**config.mk**
```make
export PLATFORM = sky130hd
export DESIGN_NAME = wb_port_arbiter
export DESIGN_NICKNAME = d
export VERILOG_FILES = /design/src/rtl/wb_port_arbiter.sv
export SDC_FILE = /design/constraint.sdc
export NUM_CORES = 1
export LEC_CHECK = 0
export ABC_CLOCK_PERIOD_IN_PS = 2200
export BUFFER_PORTS_ARGS = -buffer_cell sky130_fd_sc_hd__buf_2
export CAP_MARGIN = 20
export CORE_ASPECT_RATIO = 1.5
export CORE_UTILIZATION = 40
export CTS_CLUSTER_SIZE = 30
export DETAILED_ROUTE_END_ITERATION = 6
export PLACE_DENSITY_LB_ADDON = 0.15
export SETUP_SLACK_MARGIN = 0.05
export SYNTH_ARGS = -nofsm -noshare
export SYNTH_HDL_FRONTEND = slang
export SYNTH_SLANG_ARGS = --single-unit
```
**constraint.sdc**
```tcl
create_clock -name clk -period 2.2 [get_ports clk]
set_clock_uncertainty 0.05 [all_clocks]
set_input_delay 0.11 -clock clk [delete_from_list [all_inputs] [get_ports clk]]
set_output_delay 0.11 -clock clk [all_outputs]
set_load 0.03 [all_outputs]
```
**src/rtl/wb_port_arbiter.sv**
```systemverilog
// wb_port_arbiter: shares the register-file write port between ALU and LSU writebacks, LSU-first with ALU anti-starvation
module wb_port_arbiter #(
  parameter int DATA_W = 32,
  parameter int ADDR_W = 5,
  parameter int STARVE_MAX = 4
) (
  input  logic              clk,
  input  logic              rst,
  input  logic              alu_valid,
  output logic              alu_ready,
  input  logic [ADDR_W-1:0] alu_rd,
  input  logic [DATA_W-1:0] alu_data,
  input  logic              lsu_valid,
  output logic              lsu_ready,
  input  logic [ADDR_W-1:0] lsu_rd,
  input  logic [DATA_W-1:0] lsu_data,
  output logic              rf_we,
  output logic [ADDR_W-1:0] rf_rd_addr,
  output logic [DATA_W-1:0] rf_rd_din,
  output logic [3:0]        starve_cnt
);
  localparam logic [3:0] SMAX = 4'(STARVE_MAX);
  logic alu_nz, lsu_nz, alu_win, lsu_win;
  always_comb begin
    alu_nz = alu_valid & (|alu_rd);
    lsu_nz = lsu_valid & (|lsu_rd);
    alu_win = alu_nz & (~lsu_nz | (starve_cnt == SMAX));
    lsu_win = lsu_nz & ~alu_win;
    alu_ready = ~rst & alu_valid & (~(|alu_rd) | alu_win);
    lsu_ready = ~rst & lsu_valid & (~(|lsu_rd) | lsu_win);
  end
  always_ff @(posedge clk or posedge rst) begin
    if (rst) begin
      rf_we <= 1'b0;
      rf_rd_addr <= '0;
      rf_rd_din <= '0;
      starve_cnt <= '0;
    end else begin
      starve_cnt <= (alu_nz & ~alu_win) ? ((starve_cnt == SMAX) ? SMAX : starve_cnt + 4'd1) : 4'd0;
      rf_we <= alu_win | lsu_win;
      if (alu_win | lsu_win) begin
        rf_rd_addr <= alu_win ? alu_rd : lsu_rd;
        rf_rd_din <= alu_win ? alu_data : lsu_data;
      end
    end
  end
endmodule

```
==> results.py <==
metrics = {
    "grt": {
        "grt_use_total": 0.233,
        "grt_overflow_total": 0,
        "grt_max_degree": 43,
        "grt_pass1_vias": 2027,
        "grt_pass1_wl_um": 9270,
        "grt_antenna_before_repair": 0,
    },
    "sta": {
        "report.final.setup_viol": 0,
        "timing.hold.ws_ps": 0.326,
        "rsz0062_at_grt": "no",
        "tightestPinTransition_ps": 523,
        "setup_tns_ps": 0,
        "period_minus_slack_ps": 2050,
        "slew_headroom": 0.651,
        "period_share": 0.931,
        "fmax_ghz": 0.488,
        "hold_viol": 0,
        "drv_slew": 0,
    },
    "final_layout": {
        "area_growth_pct": 55.4,
        "postLayoutCoreUtil": 0.647,
        "final_cell_area_mm2": 0.00311,
        "post_route_cells_drive_above_1_share": 0.452,
        "fin_nets": 402,
        "fin_cells": 389,
        "n_antenna_cell": 0,
    },
    "synthesis": {
        "synth_area_leaders": "dfrtp_1 52%, a221o_1 18%, nor3b_1 12%, buf_6 2.2%, nor2_1 2.1%",
        "synthesis.area_mm2": 0.00200,
        "synth_area_leader_cell": "dfrtp_1",
        "synth_most_common_cell": "dfrtp_1",
        "synth_area_per_cell_um2": 11.8,
        "synth-edff-count": 0,
        "yosysTopAreaCellShare": 0.525,
        "synth-seq-area-share": 0.525,
        "ys_warn_count": 0,
        "synthFlopType": "dfrtp_1",
        "synth_cell_types": 26,
        "yosys-top-cells-count": "42 x dfrtp_1, 37 x a221o_1, 32 x nor3b_1",
        "synthArstFlopShare": 1.00,
        "syn_nets": 250,
        "synth-seq-cells": 42,
        "synth_cells": 170,
    },
    "power_and_ir_drop": {
        "power_frac_comb": 0.280,
        "cellLeakagePower_nw": 1.53,
        "p_switching_w": 0.000643,
        "p_per_area_mw_per_mm2": 626,
        "power_frac_seq": 0.457,
        "vdd_drop_max_uv": 376,
        "share_clk_of_total_power": 0.263,
        "p_int_w": 0.00131,
        "switching_share": 0.330,
    },
    "setup_path": {
        "cp-start-kind": "flop",
        "reg2reg_slack_ps": 180,
        "worstPathArrival_ps": 1890,
        "crit_type": "reg -> out",
        "crit_path_end_kind": "output port",
        "cp.required_ps": 2040,
        "cp_max_fo": 26,
    },
    "cts": {
        "clock_path_buffers": 2,
        "cts_sinks": 42,
        "cts_root_buffer": "clkbuf_8",
        "clock_latency_ps": 290,
        "cts_tree": "done",
        "cts_buffers": 5,
        "path_clk_slew_ps": 90,
        "h-tree-depth": 2,
        "ctsResizeCount": 0,
    },
    "die": {
        "chipWidth_um": 59.8,
        "initial_utilization": 0.416,
        "placementRows": 31,
        "die_h_um": 88.7,
        "die_area_mm2": 0.00530,
        "coreArea_mm2": 0.00481,
        "boundaryPins": 122,
    },
    "placed_design": {
        "place_area_mm2": 0.00272,
        "place_inst": 351,
        "port_buffers": 121,
        "hpwl_um": 3990,
        "gp_congestion": 0.784,
    },
    "routing": {
        "num_vias": 2007,
        "avgRoutedWirePerCell_um": 15.0,
        "post_drt_via_cell_ratio": 5.16,
        "drc_errors": 0,
        "drtIter0Drc": 70,
        "ant_nets": 0,
        "dr.pass1.iters": 4,
        "drt-total-wl_um": 5840,
    },
    "job": {
        "cap_violations": 0,
    },
    "status": {
        "status": "complete, no violations",
    },
    "min_path": {
        "hp-class": "in -> reg",
    },
}
==> power groups by stage <==
stage / combinational, W / clock [W] / sequential [W]
finish: 0.000547 / 0.000513 / 0.000890
global placement: 0.000500 / 0 / 0.000903
floorplan: 0.000162 / 0 / 0.00105
global route: 0.000589 / 0.000562 / 0.000899
detailed placement: 0.000510 / 0 / 0.000901
CTS: 0.000550 / 0.000529 / 0.000889
==> repair_timing <==
action / 4_1_cts / 5_1_grt
buffers inserted: 0 / 0
hold buffers: 30 / 0
hold endpoints to repair: 71 / 0
==> registers in the layout, indices dropped and copies added (netlist names) <==
register / cells
rf_rd_din: 32
rf_rd_addr: 5
starve_cnt: 4
rf_we: 1
==> final cells by class <==
cell class                 count  area (µm²)
multi-input combinational    107         862
timing repair buffer         160         998
clock buffer                   5        68.8
sequential                    42        1050
inverter                       6        22.5
tap                           66        82.6
clock inverter                 3        25.0
fill                         438        1700
==> worst max-delay path: stages, from the launching register on <==
cell	delay, ps
dfrtp_2	400
inv_1	50
ha_1	190
and4b_1	200
a21boi_4	150
buf_12	170
a211oi_2	200
buf_2	220
==> per-stage QoR <==
| step | setup slack [ps] | total power [W] |
|---|---|---|
| floorplan | 57.3 | 0.00122 |
| global placement | 242 | 0.00140 |
| detailed placement | 185 | 0.00141 |
| CTS | 137 | 0.00197 |
| global route | 77.2 | 0.00205 |
| finish | 151 | 0.00195 |
==> cell usage in the layout (no fill, tap or decap) <==
cell           synthesis  final
and4b_1                1      1
and2_1                 1      1
and3_1                 1      1
dlygate4sd3_1          0     30
dfrtp_2                0      2
a211oi_1               2      1
buf_2                  4    121
clkinv_4               0      1
clkinvlp_4             0      1
xnor2_1                1      1
xor2_1                 1      1
clkbuf_8               0      5
nor2_1                11     11
nand3_1                2      2
a211oi_2               0      1
a311o_1                1      1
nor2b_1                1      1
nor3b_1               32     32
buf_12                 0      2
ha_1                   2      2
inv_2                  2      2
a221o_1               37     37
inv_6                  0      1
clkinv_1               0      1
buf_4                  1      7
and3b_1                1      1
a21o_1                 1      1
nor3_1                 1      1
a21boi_4               0      2
nand2_1                8      8
inv_1                  4      3
dfrtp_1               42     40
nor3_2                 1      1
==> layer usage <==
metal	routed length (µm)	vias up	track usage
met4	123	0	0.0846
met2	3180	81	0.421
met3	320	13	0.0468
li1	-	957	-
met5	0	-	0
met1	2220	956	0.265
==> cell families (layout without fill, tap and decap cells) <==
kind of cell	count (synthesis)	count (layout)	share of synthesized area
AND/OR/NAND/NOR	60	60	0.187
AO/OA/AOI/OAI	43	43	0.209
flip-flops	42	42	0.525
buffers and inverters	21	174	0.0587
adder cells (fa/ha/maj)	2	2	0.0125
XOR/XNOR	2	2	0.00875
==> worst paths after layout <==
kind                       depth (start not counted)             to           from
hold / removal                                     2  rf_rd_din[10]   alu_data[10]
hold reg to reg                                    1  starve_cnt[0]  starve_cnt[0]
max in group asynchronous                          4  starve_cnt[0]            rst
setup reg to reg                                   7  rf_rd_din[24]  starve_cnt[0]
setup / recovery                                   7      lsu_ready  starve_cnt[0]
min in group asynchronous                          4   rf_rd_din[9]            rst
(Power assumes the default switching activity.)
